`src/rtl/axi_udp_pkg.sv`:
```
// Shared constants and helpers for the Ethernet/ARP transmit path.
package axi_udp_pkg;

    localparam logic [15:0] ETHERTYPE_ARP    = 16'h0806;
    localparam logic [15:0] ARP_HTYPE_ETH    = 16'h0001;
    localparam logic [15:0] ARP_PTYPE_IPV4   = 16'h0800;
    localparam logic [7:0]  ARP_HLEN         = 8'd6;
    localparam logic [7:0]  ARP_PLEN         = 8'd4;
    localparam logic [15:0] ARP_OPER_REQUEST = 16'd1;
    localparam logic [15:0] ARP_OPER_REPLY   = 16'd2;
    localparam logic [47:0] BROADCAST_MAC    = 48'hffff_ffff_ffff;

    localparam int ARP_FRAME_LEN = 42;
    localparam int ETH_MIN_LEN   = 60;
    localparam int FRAME_BITS    = ETH_MIN_LEN * 8;

    typedef enum logic [1:0] {
        S_IDLE,
        S_SEND,
        S_ACK,
        S_HOLDOFF
    } state_t;

    // Whole frame, byte 0 in the top bits, zero pad already in place.
    function automatic logic [FRAME_BITS-1:0] arp_build_frame(
        input logic [15:0] oper,
        input logic [47:0] src_mac,
        input logic [31:0] src_ip,
        input logic [47:0] dst_mac,
        input logic [31:0] dst_ip
    );
        logic [47:0] tha;
        tha = (oper == ARP_OPER_REPLY) ? dst_mac : 48'h0;
        return {dst_mac, src_mac, ETHERTYPE_ARP,
                ARP_HTYPE_ETH, ARP_PTYPE_IPV4, ARP_HLEN, ARP_PLEN, oper,
                src_mac, src_ip, tha, dst_ip,
                {(FRAME_BITS - ARP_FRAME_LEN * 8){1'b0}}};
    endfunction

endpackage

```
`src/rtl/axi_arp_tx.sv`:
```
// ARP transmitter: captures one request from the ARP state machine and
// serialises a single Ethernet II + ARP frame onto an 8-bit AXI4-Stream master.
module axi_arp_tx
    import axi_udp_pkg::*;
#(
    parameter bit PAD_TO_MIN  = 1'b1,
    parameter bit ACK_ON_LAST = 1'b0
) (
    input  logic        clk,
    input  logic        aresetn,
    input  logic        arp_tx_req,
    output logic        arp_tx_ack,
    input  logic [15:0] arp_tx_opcode,
    input  logic [47:0] arp_tx_src_mac,
    input  logic [31:0] arp_tx_src_ip,
    input  logic [47:0] arp_tx_dst_mac,
    input  logic [31:0] arp_tx_dst_ip,
    output logic [7:0]  m_axis_tdata,
    output logic        m_axis_tvalid,
    input  logic        m_axis_tready,
    output logic        m_axis_tlast,
    output logic [15:0] stat_sent,
    output logic [15:0] stat_dropped
);

    localparam int         LEN      = PAD_TO_MIN ? ETH_MIN_LEN : ARP_FRAME_LEN;
    localparam logic [5:0] LAST_CNT = 6'(LEN - 1);

    typedef struct packed {
        state_t                  state;
        logic [FRAME_BITS-1:0]   frame;
        logic [5:0]              cnt;
        logic                    ack;
        logic [15:0]             sent;
        logic [15:0]             dropped;
    } reg_t;

    reg_t r_q, r_d;
    logic opcode_ok;
    logic beat;
    logic last_beat;

    always_comb begin
        // NOTE: every field gets its default before the case so no path can
        // leave a combinational output unassigned and infer a latch.
        r_d       = r_q;
        r_d.ack   = 1'b0;
        opcode_ok = (arp_tx_opcode == ARP_OPER_REQUEST) ||
                    (arp_tx_opcode == ARP_OPER_REPLY);
        beat      = (r_q.state == S_SEND) && m_axis_tready;
        last_beat = beat && (r_q.cnt == LAST_CNT);

        case (r_q.state)
            S_IDLE: begin
                if (arp_tx_req) begin
                    if (opcode_ok) begin
                        r_d.frame = arp_build_frame(arp_tx_opcode, arp_tx_src_mac,
                                                    arp_tx_src_ip, arp_tx_dst_mac,
                                                    arp_tx_dst_ip);
                        r_d.cnt   = 6'd0;
                        r_d.state = S_SEND;
                        r_d.ack   = !ACK_ON_LAST;
                    end else begin
                        r_d.dropped = r_q.dropped + 16'd1;
                        r_d.state   = S_ACK;
                        r_d.ack     = 1'b1;
                    end
                end
            end
            S_SEND: begin
                if (beat) begin
                    r_d.frame = {r_q.frame[FRAME_BITS-9:0], 8'h00};
                    r_d.cnt   = r_q.cnt + 6'd1;
                end
                if (last_beat) begin
                    r_d.sent = r_q.sent + 16'd1;
                    if (ACK_ON_LAST) begin
                        r_d.state = S_ACK;
                        r_d.ack   = 1'b1;
                    end else begin
                        r_d.state = S_IDLE;
                    end
                end
            end
            // Ack is registered, so it is high for the whole S_ACK cycle.
            S_ACK:     r_d.state = S_HOLDOFF;
            // Gives the requester a cycle to drop req so it is not captured twice.
            S_HOLDOFF: r_d.state = S_IDLE;
            default:   r_d.state = S_IDLE;
        endcase
    end

    // NOTE: the frame register is reset along with the control state so that
    // tdata reads 0 after reset; a mid-frame reset simply abandons the frame.
    always_ff @(posedge clk) begin
        if (!aresetn) begin
            r_q <= '0;
        end else begin
            r_q <= r_d;
        end
    end

    assign arp_tx_ack    = r_q.ack;
    assign m_axis_tvalid = (r_q.state == S_SEND);
    assign m_axis_tdata  = r_q.frame[FRAME_BITS-1 -: 8];
    assign m_axis_tlast  = (r_q.state == S_SEND) && (r_q.cnt == LAST_CNT);
    assign stat_sent     = r_q.sent;
    assign stat_dropped  = r_q.dropped;

endmodule

```
`config.mk`:
```
export PLATFORM = sky130hd
export DESIGN_NAME = axi_arp_tx
export DESIGN_NICKNAME = d
export VERILOG_FILES = /design/src/rtl/axi_udp_pkg.sv /design/src/rtl/axi_arp_tx.sv
export SDC_FILE = /design/constraint.sdc
export NUM_CORES = 1
export LEC_CHECK = 0
export CAP_MARGIN = 10
export CORE_MARGIN = 8
export CORE_UTILIZATION = 25
export CTS_CLUSTER_SIZE = 8
export DETAILED_ROUTE_END_ITERATION = 12
export SLEW_MARGIN = 30
export SYNTH_ARGS = -nofsm -noshare
export SYNTH_HDL_FRONTEND = slang
export SYNTH_SLANG_ARGS = --single-unit
```
`constraint.sdc`:
```
create_clock -name clk -period 3.5 [get_ports clk]
set_clock_uncertainty 0.1 [all_clocks]
set_input_delay 0.35 -clock clk [delete_from_list [all_inputs] [get_ports clk]]
set_output_delay 0.35 -clock clk [all_outputs]
set_load 0.02 [all_outputs]
```
### Yosys cells after proc, flatten, opt, wreduce, memory -nomap -nowiden

Cells that the tools add are included.

* register bits: 521
* bits of input ports: 180
* logic and storage cells: 39

* add/sub/neg operators: 3
* eq/ne operators: 10
* reductions and logical operators: 11
* bitwise logic cells: 1
* mux-type cells: 8

Operator list (number)
* $mux W486: 2
* $pmux W486 S2: 1
* $mux W489: 1
* $mux W48: 1
* $add A16 B1 Y16 const B: 2
* $eq A16 B1 Y1 const B: 1
* $eq A16 B2 Y1 const B: 1
* $pmux W2 S4: 1
* $add A6 B1 Y6 const B: 1
* $eq A6 B6 Y1 const B: 1
* $reduce_and A2 Y1: 3
* $eq A2 B2 Y1 const B: 2
* $mux W2: 2
* $ne A2 B1 Y1 const B: 2
* $ne A2 B2 Y1 const B: 2
* $reduce_and A4 Y1: 1
* $logic_and A1 B1 Y1: 3
* $reduce_and A3 Y1: 1
* $eq A2 B1 Y1 const B: 1
* $logic_not A2 Y1: 1
* $reduce_bool A2 Y1: 1
* $logic_or A1 B1 Y1: 1
* $not A1 Y1: 1

### Depth between registers and ports, before layout

Gate-level depths: netlist of run 1.

* depth in word-level cells: 5
* gate-level depth with buffers: 9

### Worst setup path before layout of run 1

Ideal clock, no wire load.

* kind: input -> register
* start point: in arp_tx_opcode[7]
* end point: reg r_q[335] in the netlist's numbering
* slack: 1.256 ns
* arrival time: 2.019 ns
* cell stages on the path: 7
* buffers on the path: 2
* cell sequence: or4_4 > nor3_4 > a31oi_1 > clkbuf_1 > clkbuf_1 > a221oi_1 > nor3b_1

* cells in the longest elaborated chain, start to end: 4
* elaborated cells on any way between the ends: 5

Ends and longest elaborated chain
* start: declaration: line axi_arp_tx.sv:13 `input logic [15:0] arp_tx_opcode,`
* $eq A16 B1 Y1 or $eq A16 B2 Y1 (tied branches): line axi_arp_tx.sv:48, axi_arp_tx.sv:49
* $logic_or A1 B1 Y1 *: line axi_arp_tx.sv:48 `opcode_ok = (arp_tx_opcode == ARP_OPER_REQUEST) ||`
* $ne A2 B2 Y1 (no line) *
* $reduce_and A4 Y1 (no line) *
* end signal: assignment: line axi_arp_tx.sv:99 `r_q <= r_d;`
* end: declaration: line axi_arp_tx.sv:38 `reg_t r_q, r_d;`

Every way passes the cells marked *; elsewhere a longest branch is shown, timed or not.
A chain may end at the register's enable or synchronous reset.

### Final worst setup path of run 1

* start point: reg r_q[519] in the netlist's numbering
* end point: out m_axis_tlast

* cells in the longest elaborated chain, start to end: 2

Ends and longest elaborated chain
* $eq A2 B1 Y1: line axi_arp_tx.sv:106 `assign m_axis_tlast = (r_q.state == S_SEND) && (r_q.cnt == LAST_CNT);`
* $logic_and A1 B1 Y1: line axi_arp_tx.sv:106
* end: declaration: line axi_arp_tx.sv:21 `output logic m_axis_tlast,`

No other way between the ends.

==> results.tsv, run 1 <==
stage	metric	value	unit
power_and_ir_drop	finalPower	10.7	mW
placement	pre_cts_ws	157	ps
synthesis	synth_area	0.0170	mm²
worst_hold_path	hold_depth	2	
clock_tree	cts_htree_levels	2	
drt	route.detailed.drc	0	
sta	clock.fmax	323	MHz
clock_tree	cts_tree	done	
synthesis	ys_seq_area_share	46.3	%
sta	tightest_slew	749	ps
drt	num_vias	14755	
status	status	completed	
synthesis	synth-xor-area-share	1.13	%
synthesis	yosys_warnings	0	
critical_path	path_class	flop to output pin	
final_layout	drive_gt1_share	6.86	%
job	max_cap_viol_count	0	
sta	fin_crit	3100	ps
clock_tree	clock-sinks	394	
placement	place.port_buffers	222	
final_layout	nFillCells	6979	
drt	dr.pass1.iters	7	
synthesis	synth_top_family_by_area	compound AO/OA/AOI/OAI gates	
final_layout	final_cell_mix	dfxtp_1 (394), clkdlybuf4s50_1 (220), nand3_1 (159), nor2_1 (150), nor3b_1 (146)	
synthesis	synth_nets	2056	
clock_tree	path_clk_slew	50	ps
final_layout	stdcell_area	0.0214	mm²
power_and_ir_drop	powerDensity	500	mW/mm²
sta	finalSetupViolCount	0	
sta	fin_crit_sh	88.5	%
sta	relSlewSlack	49.7	%
global_routing	gr-usage-all-layers	14.0	%
placement	hpwl	39.7	mm
synthesis	ys_ff_latch	394	
drt	ant_nets	0	
clock_tree	ctsResizeCount	0	
critical_path	worst_setup_path_start_kind	flop	
global_routing	gr-total-overflow	0	
clock_tree	root_buffer	clkbuf_16	
floorplanning	coreArea	0.0673	mm²
power_and_ir_drop	leakagePower	7.91	nW
floorplanning	die_area	0.0767	mm²
synthesis	synth_fa_ha_area_share	0.220	%
final_layout	final_common_cell	dfxtp_1	
clock_tree	cts_hold_buf	0	
drt	routed_wl	56.4	mm
synthesis	ys_async_sr_fraction	0	%
synthesis	synth-compound-area-share	22.8	%
critical_path	worst_r2r_path_depth	5	
power_and_ir_drop	peakVddDrop	448	µV
floorplanning	die_w	277	µm
worst_hold_path	holdCritPathClass	input port to flop	
final_layout	nets	2146	
critical_path	worstPathRequired	3050	ps
sta	final.setup.worst_slack	402	ps
sta	rsz0062_at_grt	no	
sta	fin_setup_tns	0	ps
placement	place.gp.congestion	0.820	
drt	first_iter_violations	1239	
final_layout	final_core_util	31.7	%
critical_path	crit_arrival	2650	ps
floorplanning	io_pins	223	
synthesis	postSynthAreaPerCell	9.10	µm²
clock_tree	post_cts_buffers	0	
drt	wire_per_inst	19.8	µm
final_layout	multi_input_area	0.00804	mm²
sta	hold_violations	0	
global_routing	grt_first_pass_wirelength	86.9	mm
synthesis	synth_cells	1873	
floorplanning	floorplan.rows	95	
clock_tree	max-clock-path-buffers	3	
floorplanning	start_util	25.3	%
floorplanning	die_h	277	µm
clock_tree	cts_buffers	55	
synthesis	muxShareOfSynthArea	0.294	%
critical_path	cp_max_fo	39	
placement	placed_area	0.0199	mm²
critical_path	critPathCaptureType	output pin	
sta	slew_violations	0	
final_layout	area_growth	25.4	%
global_routing	first_global_vias	14604	
synthesis	ys_types	53	
clock_tree	insertion_delay	610	ps
synthesis	synth_edf_count	0	
global_routing	grt_antenna_before_repair	8	
synthesis	synthFlopType	dfxtp_1	
synthesis	synth_simple_gate_area_share	22.4	%
global_routing	grt_max_degree	112	
final_layout	regArea	0.00789	mm²
drt	vias_per_cell	5.19	
## worst max-delay path, stage by stage, from the launching register on
cell,delay (ps)
dfxtp_1,540
nand2b_4,270
inv_8,320
and3_1,230
clkdlybuf4s50_1,670
## synthesized netlist by cell type, types with 8 or more instances
| master | number | area share (%) |
|---|---|---|
| a22oi_1 | 72 | 3.2 |
| nand4_1 | 10 | 0.37 |
| nand3_1 | 159 | 4.7 |
| nor2_1 | 150 | 3.3 |
| and2_1 | 23 | 0.84 |
| o211a_1 | 80 | 4.7 |
| o21ai_0 | 57 | 1.7 |
| buf_4 | 47 | 2.1 |
| nand2b_1 | 9 | 0.33 |
| a32oi_1 | 48 | 2.5 |
| nand2_1 | 104 | 2.3 |
| a21oi_1 | 63 | 1.9 |
| xor2_1 | 9 | 0.46 |
| nor2b_1 | 76 | 2.8 |
| dfxtp_1 | 394 | 46 |
| buf_2 | 45 | 1.3 |
| o221a_2 | 8 | 0.53 |
| buf_1 | 8 | 0.18 |
| nor3b_1 | 146 | 6.4 |
| and3_1 | 9 | 0.33 |
| clkbuf_1 | 142 | 3.1 |
| xnor2_1 | 13 | 0.67 |
| a221oi_1 | 144 | 7.4 |
## flip-flops by register name, indices dropped and copies added (netlist names)
signal,cells
m_axis_tdata,8
stat_dropped,16
stat_sent,16
arp_tx_ack,1
r_q,353
## worst paths after layout
check	start	endpoint	slack, ps
setup / recovery	r_q[519]	m_axis_tlast	400
hold / removal	aresetn	r_q[351]	180
setup reg to reg	r_q[520]	r_q[259]	950
hold reg to reg	r_q[54]	r_q[62]	340
## area by class of cell
type	count	share of cell area, %
multi-input combinational	1234	37.6
sequential	394	36.9
timing repair buffer	276	13.3
clock buffer	57	6.48
tap	873	5.11
clock inverter	4	0.451
inverter	2	0.0703
antenna	3	0.0351
## per-stage QoR
step | std cells | hold slack [ps]
2_1_floorplan | 1873 | 343
3_3_place_gp | 2779 | 350
3_5_place_dp | 2779 | 365
4_1_cts | 2840 | 145
5_1_grt | 2841 | 185
6_report | 2843 | 182
## power by group
group,total [mW],switching (mW),internal [mW]
Clock,4.76,1.92,2.84
Combinational,1.13,0.638,0.496
Sequential,4.79,0.116,4.68
## logic make-up after synthesis
family	count (synthesis)
muxes	5
AOI/OAI and AO/OA	495
and+or+nand+nor	709
buffers and inverters	245
adders and majority gates	3
xor gates and xnor gates	22
DFF	394
## routing by layer
metal	global-route usage [%]	share of wire, %	routed length, µm
met5	0	0.11	61
met4	5.27	3.5	2000
met3	3.20	5.0	2840
met2	24.0	49	27500
met1	17.0	43	24000
Power figures use the tool's default switching activity.
==> run 2: changes to the inputs <==
--- a/config.mk
+++ b/config.mk
@@ -14,3 +14,4 @@
 export SYNTH_ARGS = -nofsm -noshare
 export SYNTH_HDL_FRONTEND = slang
 export SYNTH_SLANG_ARGS = --single-unit
+export TNS_END_PERCENT = 100
==> results of run 2 <==
Same layout as run 1: the final DEF is identical, and so are final timing and power.
==> run 3: changes to the inputs <==
--- a/config.mk
+++ b/config.mk
@@ -10,6 +10,7 @@
 export CORE_UTILIZATION = 25
 export CTS_CLUSTER_SIZE = 8
 export DETAILED_ROUTE_END_ITERATION = 12
+export RECOVER_POWER = 50
 export SLEW_MARGIN = 30
 export SYNTH_ARGS = -nofsm -noshare
 export SYNTH_HDL_FRONTEND = slang
==> run 3 against run 2 <==
  * Core utilization shrank 0.095 points
  * Sequential power about the same
  * Combinational power hardly changed
  * Register-to-register slack worse by 430 ps
  * Final cell count did not move
  * Hold slack worse by 6.3 ps
==> results.tsv, run 3 (synthesis gave the netlist of run 1 again) <==
stage	metric	value	unit
final_layout	area_growth	25.0	%
final_layout	regArea	0.00789	mm²
sta	whs	176	ps
floorplanning	io_pins	223	
clock_tree	root_buffer	clkbuf_16	
critical_path	crit_arrival	3550	ps
sta	tightest_slew	918	ps
power_and_ir_drop	leakagePower	8.00	nW
clock_tree	cts_htree_levels	2	
floorplanning	start_util	25.3	%
clock_tree	clock-sinks	394	
sta	hold_violations	0	
sta	rsz0062_at_grt	no	
placement	dp_cells	2779	
final_layout	final_common_cell	dfxtp_1	
critical_path	crit_slowest_cell	or4_1	
sta	slew_violations	0	
global_routing	grt_antenna_before_repair	8	
placement	hpwl	39.7	mm
drt	routed_wl	56.4	mm
job	max_cap_viol_count	0	
critical_path	cp_max_fo	44	
status	status	completed	
critical_path	path_cells	dlygate4sd3_1 -> or4_1 -> nor3_1 -> clkbuf_1 -> a31o_1 -> buf_12 -> clkbuf_2 -> nand3_1 -> o211a_1	
power_and_ir_drop	peakVddDrop	452	µV
final_layout	nFillCells	6990	
power_and_ir_drop	finalPower	10.7	mW
power_and_ir_drop	powerDensity	501	mW/mm²
critical_path	critPathCaptureType	flop	
drt	first_iter_violations	1187	
sta	final.setup.worst_slack	317	ps
clock_tree	insertion_delay	610	ps
global_routing	grt_first_pass_wirelength	86.9	mm
global_routing	first_global_vias	14604	
sta	fin_setup_tns	0	ps
final_layout	drive_gt1_share	6.30	%
drt	vias_per_cell	5.19	
global_routing	gr-usage-all-layers	14.0	%
floorplanning	die_area	0.0767	mm²
sta	clock.fmax	314	MHz
clock_tree	cts_hold_buf	0	
final_layout	stdcell_count	2843	
floorplanning	floorplan.rows	95	
floorplanning	die_h	277	µm
sta	fin_crit_sh	90.9	%
drt	wire_per_inst	19.8	µm
drt	route.detailed.drc	0	
clock_tree	path_clk_slew	50	ps
final_layout	largest_reg_flops	353	
drt	num_vias	14747	
drt	dr.pass1.iters	5	
final_layout	nets	2146	
placement	place.gp.congestion	0.820	
critical_path	path_class	input port to flop	
critical_path	reg2reg_slack	520	ps
worst_hold_path	holdCritPathClass	input port to flop	
clock_tree	ctsResizeCount	0	
sta	fin_crit	3180	ps
sta	relSlewSlack	38.6	%
clock_tree	post_cts_buffers	0	
floorplanning	coreArea	0.0673	mm²
clock_tree	max-clock-path-buffers	3	
critical_path	worstPathRequired	3860	ps
final_layout	multi_input_area	0.00801	mm²
drt	ant_nets	0	
final_layout	largest-register	r_q	
final_layout	final_cell_mix	dfxtp_1 (394), clkdlybuf4s50_1 (178), nand3_1 (159), nor2_1 (150), nor3b_1 (146)	
floorplanning	die_w	277	µm
global_routing	grt_max_degree	112	
critical_path	worst_path_largest_cell_delay	590	ps
placement	pre_cts_ws	157	ps
clock_tree	cts_tree	done	
global_routing	gr-total-overflow	0	
sta	finalSetupViolCount	0	
clock_tree	cts_buffers	55	
placement	place.port_buffers	222	
critical_path	worst_setup_path_start_kind	input port	
[run 3: routing by layer]
metal  track usage, %  part of all wire (%)  vias to the layer above  routed length [µm]
met2             24.0                    49                      356               27500
met4             5.27                   3.5                       10                1970
met3             3.20                   4.8                      114                2700
met1             17.0                    43                     7202               24100
li1                 -                     -                     7065                   -
met5                0                  0.11                        -                  61
[run 3: final cells by class]
cell class,count,area share [%]
well taps,873,5.13
clock buffers,57,6.50
repair buffers,276,13.2
flip-flops and latches,394,37.0
diodes,3,0.0353
multi-input cells,1234,37.6
inverters,2,0.0705
clock inverters,4,0.452
[run 3: report_power, final]
part           total [mW]  leakage, nW  internal, mW  switching [mW]
clock network        4.76        0.722          2.84            1.92
registers            4.79         3.19          4.67           0.117
logic                1.12         4.08         0.487           0.636
[run 3: worst max-delay path, delay by kind of cell]
kind / cells / cell delay (ps)
buf+inv: 4 / 1690
simple gates: 3 / 870
compound gates: 2 / 590
[run 3: final timing paths]
kind,cells after the start,endpoint,from
setup reg to reg,6,r_q[470],r_q[520]
hold reg to reg,2,r_q[62],r_q[54]
setup / recovery,9,r_q[212],arp_tx_opcode[15]
hold / removal,2,r_q[351],aresetn
[run 3: stage by stage]
stage	utilization, %	area [µm²]
after CTS	31.7	21400
after floorplan	-	17000
after global routing	31.6	21300
after global placement	29.5	19900
final	31.7	21300
after detailed placement	29.5	19900
